### src/rtl/seg_scan_pkg.sv
// seg_scan_pkg: shared constants for the 7-segment scan driver.
// Active-low segment patterns, blanking values and lookup helper.
package seg_scan_pkg;

    // All segments off, decimal point off.
    localparam logic [7:0] SEG_BLANK = 8'hFF;

    // Upper four anodes are never driven on this board.
    localparam logic [3:0] AN_IDLE_HI = 4'hF;

    // Active-low {dp,g,f,e,d,c,b,a}; element k is the glyph for hex k.
    localparam logic [15:0][7:0] SEG_LUT = {
        8'h8E, 8'h86, 8'hA1, 8'hC6,
        8'h83, 8'h88, 8'h90, 8'h80,
        8'hF8, 8'h82, 8'h92, 8'h99,
        8'hB0, 8'hA4, 8'hF9, 8'hC0
    };

    function automatic logic [7:0] seg_lookup(input logic [3:0] nib);
        return SEG_LUT[nib];
    endfunction

endpackage

### src/rtl/seg_scan_display_hex7seg.sv
// hex7seg: combinational hex nibble to active-low segment pattern.
// dp is off in every table entry.
module hex7seg
    import seg_scan_pkg::*;
(
    input  logic [3:0] nibble,
    output logic [7:0] seg
);

    // Plain table lookup; no state.
    always_comb begin
        seg = seg_lookup(nibble);
    end

endmodule

### src/rtl/seg_scan_display.sv
// seg_scan_display: four-digit time-multiplexed 7-segment driver.
// Divider makes a scan tick; sel walks digits; outputs are registered.
module seg_scan_display
    import seg_scan_pkg::*;
#(
    parameter int CLK_FREQ  = 100_000_000,
    parameter int SCAN_FREQ = 1000
) (
    input  logic        clk,
    input  logic        rst,
    input  logic        en,
    input  logic [15:0] value,
    output logic [7:0]  seg,
    output logic [7:0]  an
);

    localparam int DIV = CLK_FREQ / SCAN_FREQ;
    localparam int DW  = (DIV > 1) ? $clog2(DIV) : 1;
    localparam logic [DW-1:0] DIV_LAST = DW'(DIV - 1);

    if (DIV < 2) begin : g_div_check
        $error("seg_scan_display: CLK_FREQ/SCAN_FREQ must be >= 2");
    end

    logic [DW-1:0] div_cnt;
    logic [1:0]    sel;
    logic          tick;
    logic [3:0]    nibble;
    logic [7:0]    seg_dec;
    logic [3:0]    an_lo;

    // One-cycle scan pulse at the end of each divider period.
    always_comb begin
        tick = en && (div_cnt == DIV_LAST);
    end

    // Pick the nibble of the digit currently selected.
    always_comb begin
        nibble = value[3:0];
        case (sel)
            2'd0: nibble = value[3:0];
            2'd1: nibble = value[7:4];
            2'd2: nibble = value[11:8];
            2'd3: nibble = value[15:12];
            default: nibble = value[3:0];
        endcase
    end

    // One-hot active-low anode for the selected digit.
    always_comb begin
        an_lo = 4'hF;
        case (sel)
            2'd0: an_lo = 4'b1110;
            2'd1: an_lo = 4'b1101;
            2'd2: an_lo = 4'b1011;
            2'd3: an_lo = 4'b0111;
            default: an_lo = 4'hF;
        endcase
    end

    hex7seg u_hex7seg (
        .nibble (nibble),
        .seg    (seg_dec)
    );

    // Divider, digit select and registered pin outputs.
    always_ff @(posedge clk) begin
        if (rst) begin
            div_cnt <= '0;
            sel     <= 2'd0;
            seg     <= SEG_BLANK;
            an      <= {AN_IDLE_HI, 4'hF};
        end else begin
            if (en) begin
                if (tick) begin
                    div_cnt <= '0;
                    sel     <= sel + 2'd1;
                end else begin
                    div_cnt <= div_cnt + 1'b1;
                end
            end
            seg <= seg_dec;
            an  <= {AN_IDLE_HI, an_lo};
        end
    end

endmodule

### config.mk
export PLATFORM = sky130hd
export DESIGN_NAME = seg_scan_display
export DESIGN_NICKNAME = d
export VERILOG_FILES = /design/src/rtl/seg_scan_pkg.sv /design/src/rtl/seg_scan_display_hex7seg.sv /design/src/rtl/seg_scan_display.sv
export SDC_FILE = /design/constraint.sdc
export NUM_CORES = 1
export LEC_CHECK = 0
export ABC_AREA = 1
export CORE_MARGIN = 2
export CORE_UTILIZATION = 50
export DETAILED_ROUTE_END_ITERATION = 12
export GPL_ROUTABILITY_DRIVEN = 1
export PLACE_DENSITY_LB_ADDON = 0.1
export SYNTH_ARGS = -nofsm -noshare
export SYNTH_HDL_FRONTEND = slang
export SYNTH_SLANG_ARGS = --single-unit
### constraint.sdc
create_clock -name clk -period 2.7 [get_ports clk]
set_input_delay 0.405 -clock clk [delete_from_list [all_inputs] [get_ports clk]]
set_output_delay 0.405 -clock clk [all_outputs]
set_load 0.02 [all_outputs]
==> results of run 1 <==
-- area by class of cell --
type / instances / share of cell area, %
Multi-Input combinational cell: 199 / 47.6
Sequential cell: 30 / 28.7
Timing Repair Buffer: 29 / 13.9
Inverter: 24 / 4.30
Tap cell: 46 / 2.75
Clock buffer: 7 / 2.63
Clock inverter: 1 / 0.239
-- metal layers --
layer / wire length, um / vias to the layer above
met3: 160 / 4
li1: - / 870
met5: 0 / -
met4: 18 / 0
met1: 1950 / 705
met2: 1570 / 41
-- flip-flops by register name, indices dropped and copies added (netlist names) --
name,flops
an,4
div_cnt,17
seg,7
sel,2
-- where the power goes --
group          internal, uW  switching (uW)
clock                   126             152
combinational          56.6            63.2
sequential              454            4.36
-- final timing paths --
path | startpoint | end | slack [ps] | cells after the start
setup / recovery | sel[0] | seg[5] | 440 | 11
hold / removal | div_cnt[16] | div_cnt[16] | 510 | 2
hold reg to reg | div_cnt[16] | div_cnt[16] | 510 | 2
setup reg to reg | sel[0] | seg[5] | 440 | 11
-- metrics by stage --
| step | cell area [um2] | std cells | hold slack [ps] | setup slack [ps] | power [uW] |
|---|---|---|---|---|---|
| 2_1_floorplan | 1740 | 260 | 464 | 810 | 540 |
| 3_3_place_gp | 2040 | 328 | 484 | 541 | 587 |
| 3_5_place_dp | 2040 | 328 | 493 | 519 | 588 |
| 4_1_cts | 2100 | 336 | 509 | 464 | 869 |
| 5_1_grt | 2100 | 336 | 540 | 221 | 900 |
| 6_report | 2100 | 336 | 507 | 443 | 856 |
-- layout by cell type (no fill, tap or decap) --
master           Yosys  layout
a21oi_1              5       5
a31o_2               1       1
and2_1               1       1
clkbuf_1             0       1
clkbuf_4             0       5
clkbuf_8             0       1
clkdlybuf4s50_1      0      29
clkinv_2             0       1
conb_1               1       5
dfxtp_1             30      30
ha_1                11      11
inv_1               19      19
inv_2                5       5
nand2_1             71      71
nand2_2              2       2
nand3_1             26      26
nand3_2              1       1
nand3b_1             1       1
nand4_1              3       3
nand4_2              1       1
nor2_1              48      48
nor2_2               1       1
nor2_4               4       4
nor3_1               3       3
o211ai_1             1       1
o21ai_0              7       7
o21ai_2              1       1
o22ai_1              2       2
or2_2                1       1
xor2_1               3       3
-- logic make-up after synthesis --
group	count (synthesis)	share of synthesized area (%)
adders and majority gates	11	7.98
buffers and inverters	31	8.27
and+or+nand+nor	163	41.6
other	1	0.217
xor gates and xnor gates	3	1.52
AOI/OAI and AO/OA	17	5.66
DFF	30	34.8
-- worst max-delay path: cells and delay by family, from the launching register on --
| family | cells | cell delay, ps |
|---|---|---|
| adders and majority gates | 2 | 500 |
| buffers and inverters | 3 | 420 |
| DFF | 1 | 380 |
| AOI/OAI and AO/OA | 2 | 540 |
| and+or+nand+nor | 4 | 330 |
==> impl_metrics.env, run 1 <==
export IMPL_syn_inst=256
export IMPL_worstMarginPinSlew_ps=548
export IMPL_cp_arrival_ps=2480
export IMPL_worstSetupPathType="flop to flop"
export IMPL_cts_setup_buffers=0
export IMPL_ys_types=26
export IMPL_setup_tns_ps=0
export IMPL_htree_levels=2
export IMPL_overflow=0
export IMPL_drive_above_1_share_pct=8.28
export IMPL_grt_usage_pct=20.8
export IMPL_dieArea_um2=3940
export IMPL_initial_utilization_pct=51.7
export IMPL_synth_most_common_cell="nand2_1"
export IMPL_gr_usage_met2_pct=30.0
export IMPL_place_hpwl_um=2780
export IMPL_path_clk_slew_ps=100
export IMPL_post_route_drc_count=0
export IMPL_io_pins=35
export IMPL_yosys_area_top_type="dfxtp_1"
export IMPL_port_buffers=29
export IMPL_grt_pass1_wl_um=6570
export IMPL_async_reset_ff_share_pct=0
export IMPL_synth_warnings=0
export IMPL_crit_fanout=9
export IMPL_cts_tree="built"
export IMPL_p_per_area_nw_per_um2=408
export IMPL_critPathLaunchType="flop"
export IMPL_fp_row_count=21
export IMPL_core_um2=3340
export IMPL_antenna_found_initial=0
export IMPL_clock_latency_ps=320
export IMPL_seqCellArea_um2=601
export IMPL_vias_per_cell=4.82
export IMPL_slowest_stage="o22ai_1"
export IMPL_grt_pass1_vias=1463
export IMPL_cp_end_kind="flop"
export IMPL_fillCellCount=323
export IMPL_place_gp_congestion=0.873
export IMPL_cpPeakStageDelay_ps=440
export IMPL_nNetsFinal=319
export IMPL_ir_drop_mv=0.288
export IMPL_grt_busiest_layer="met1"
export IMPL_drt_pass1_iterations=4
export IMPL_fmax_mhz=443
export IMPL_ctsResizeCount=0
export IMPL_fin_crit_ps=2260
export IMPL_detail_route_antenna_nets=0
export IMPL_period_share_pct=83.6
export IMPL_syn_area_per_cell_um2=6.74
export IMPL_max_slew_margin_pct=63.5
export IMPL_ys_ff_latch=30
export IMPL_fin_worst_skew_ps=19.5
export IMPL_worstHoldPathType="flop to flop"
export IMPL_slew_violations=0
export IMPL_setup_viol=0
export IMPL_fp_dieH_um=62.7
export IMPL_cts_made_buffers=5
export IMPL_finalHoldViolations=0
export IMPL_cp_cell_sequence="inv_1 -> ha_1 -> inv_2 -> nand2_1 -> o22ai_1 -> inv_1 -> ha_1 -> nand3_1 -> o21ai_0 -> nand2_1 -> nand2_1"
export IMPL_multiInputGateArea_um2=997
export IMPL_final_core_util_pct=62.8
export IMPL_grt_met3_usage_pct=5.59
export IMPL_antenna_cells=0
export IMPL_path_common_cell="nand2_1"
export IMPL_clock_sinks=30
export IMPL_synth_main_ff_cell="dfxtp_1"
export IMPL_grt_util_met1_pct=30.2
export IMPL_power_leakage_uw=0.000882
export IMPL_wl_per_cell_um=11.0
export IMPL_syn2layout_area_growth_pct=21.5
export IMPL_drtIter0Drc=73
export IMPL_grt_max_degree=14
export IMPL_status="complete, no violations"
export IMPL_rsz0062_at_grt="no"
export IMPL_die_x_um=62.7
export IMPL_synthTopCellsByArea="dfxtp_1 (35%), nand2_1 (15%), nor2_1 (10%)"
export IMPL_clockBufferDepth=2
export IMPL_synth_cell_area_um2=1730
export IMPL_yosysTopAreaCellShare_pct=34.8
export IMPL_critical_path_required_ps=2920
export IMPL_maxCapViolations=0
export IMPL_cts_root_buffer="clkbuf_4"
export IMPL_hold_buffers=0
export IMPL_route_vias_total=1620
export IMPL_synthTopCellsByCount="nand2_1 (71), nor2_1 (48), dfxtp_1 (30), nand3_1 (26), inv_1 (19)"
export IMPL_synth_edff_count=0
export IMPL_ys_seq_area_share_pct=34.8
export IMPL_routed_wl_um=3700
No activity file was read; power rests on OpenSTA's default activity.
==> inputs of run 2 (changes only) <==
==> constraint.sdc (replaced) <==
create_clock -name clk -period 2.2 [get_ports clk]
set_input_delay 0.33 -clock clk [delete_from_list [all_inputs] [get_ports clk]]
set_output_delay 0.33 -clock clk [all_outputs]
set_load 0.02 [all_outputs]
==> run 2 against run 1 <==
Sequential power up 23%. Largest power group unchanged. Core utilization up 0.45 points. Critical endpoint is now seg[3]. Critical path depth unchanged. Combinational power up 24%. Maximum frequency up 12%. Die area unchanged. Wire length down 4.6%. Flip-flop and latch count unchanged. Register-to-register slack worse by 250 ps. Count of clock-buffer cells in the layout unchanged. Critical path type unchanged. Final cell count up 0.60%. First-iteration DRC count up 19%.
==> impl_metrics.env, run 2 (synthesis results as in run 1) <==
export IMPL_setup_viol=0
export IMPL_io_pins=35
export IMPL_ctsResizeCount=0
export IMPL_fmax_mhz=497
export IMPL_regMostFlops="div_cnt"
export IMPL_initial_utilization_pct=51.7
export IMPL_fin_worst_skew_ps=17.8
export IMPL_status="complete, no violations"
export IMPL_place_gp_congestion=0.855
export IMPL_post_route_drc_count=0
export IMPL_critical_path_required_ps=2420
export IMPL_grt_pass1_wl_um=6180
export IMPL_clock_latency_ps=340
export IMPL_layout_common_cells="nand2_1 (71), nor2_1 (48), dfxtp_1 (30), clkdlybuf4s50_1 (29), nand3_1 (26)"
export IMPL_drtIter0Drc=87
export IMPL_overflow=0
export IMPL_maxCapViolations=0
export IMPL_critPathLaunchType="flop"
export IMPL_cts_tree="built"
export IMPL_die_x_um=62.7
export IMPL_cp_arrival_ps=2230
export IMPL_cp_end_kind="flop"
export IMPL_power_leakage_uw=0.000891
export IMPL_fin_crit_ps=2010
export IMPL_largestRegisters="div_cnt x17, seg x7, an x4"
export IMPL_syn2layout_area_growth_pct=22.3
export IMPL_worstSetupPathType="flop to flop"
export IMPL_dieArea_um2=3940
export IMPL_multiInputGateArea_um2=997
export IMPL_seqCellArea_um2=601
export IMPL_routed_wl_um=3530
export IMPL_period_share_pct=91.4
export IMPL_clock_sinks=30
export IMPL_p_per_area_nw_per_um2=502
export IMPL_fp_dieH_um=62.7
export IMPL_clockBufferDepth=2
export IMPL_antenna_found_initial=0
export IMPL_port_buffers=29
export IMPL_detail_route_antenna_nets=0
export IMPL_core_um2=3340
export IMPL_r2r_setup_slack_ps=190
export IMPL_rsz0062_at_grt="no"
export IMPL_drt_pass1_iterations=4
export IMPL_whs_ps=500
export IMPL_cpPeakStageDelay_ps=390
export IMPL_finalHoldViolations=0
export IMPL_cts_root_buffer="clkbuf_4"
export IMPL_grt_pass1_vias=1384
export IMPL_nNetsFinal=321
export IMPL_route_vias_total=1634
export IMPL_fillCellCount=321
export IMPL_path_clk_slew_ps=110
export IMPL_drive_above_1_share_pct=8.90
export IMPL_cts_setup_buffers=0
export IMPL_layout_commonest_cell="nand2_1"
export IMPL_hold_buffers=0
export IMPL_vias_per_cell=4.83
export IMPL_setup_tns_ps=0
export IMPL_slowest_stage="dfxtp_1"
export IMPL_fp_row_count=21
export IMPL_cts_made_buffers=5
export IMPL_ir_drop_mv=0.296
export IMPL_grt_usage_pct=19.7
export IMPL_slew_violations=0
export IMPL_crit_fanout=9
export IMPL_grt_max_degree=14
export IMPL_wl_per_cell_um=10.4
export IMPL_place_hpwl_um=2740
export IMPL_cp_cell_sequence="inv_1 -> ha_1 -> inv_2 -> nor2_1 -> nor2_1 -> inv_1 -> ha_1 -> nand3b_1 -> nand3_1 -> nand2_1 -> nand2_1"
export IMPL_antenna_cells=0
export IMPL_largest_reg_flops=17
export IMPL_htree_levels=2
export IMPL_worstHoldPathType="flop to flop"
-- run 2: changes by cell type in the layout (fill, tap and decap cells not counted), sizes merged --
cell	before	now
buf	0	2
-- run 2: final cells by class --
class                   count  area share, %
clock buffers               7           2.61
clock inverters             1          0.237
inverters                  24           4.27
multi-input cells         199           47.2
flip-flops and latches     30           28.5
well taps                  46           2.73
repair buffers             31           14.5
-- run 2: critical path: cells and delay by family (launching register included) --
kind / cells / cell delay (ps)
DFF: 1 / 390
adders and majority gates: 2 / 540
and+or+nand+nor: 6 / 560
buffers and inverters: 3 / 400
-- run 2: routing by layer --
| metal | global-route usage, % | vias up | part of all wire, % |
|---|---|---|---|
| li1 | - | 871 | - |
| met1 | 27.3 | 700 | 50 |
| met2 | 29.8 | 57 | 43 |
| met3 | 5.23 | 6 | 6.4 |
| met4 | 6.67 | 0 | 1.1 |
| met5 | 0 | - | 0 |
-- run 2: final timing paths --
path              startpoint  cells after the start    endpoint
setup / recovery      sel[0]                     11      seg[3]
hold / removal    div_cnt[1]                      2  div_cnt[1]
setup reg to reg      sel[0]                     11      seg[3]
hold reg to reg   div_cnt[1]                      2  div_cnt[1]
-- run 2: where the power goes --
group	internal, uW	total [uW]	switching (uW)	leakage (uW)
combinational	71.9	149	77.0	0.000611
clock	155	349	194	0.0000353
sequential	557	563	5.56	0.000245
total	784	1060	277	0.000891
-- run 2: stage by stage --
stage | setup slack (ps) | cells | utilization (%) | power (uW) | area (um2)
finish | 188 | 338 | 63.3 | 1060 | 2110
CTS | 186 | 338 | 63.3 | 1070 | 2110
global route | 1.12 | 338 | 63.3 | 1110 | 2110
global placement | 225 | 330 | 61.5 | 723 | 2050
detailed placement | 167 | 330 | 61.5 | 724 | 2050
floorplan | 310 | 260 | - | 662 | 1740
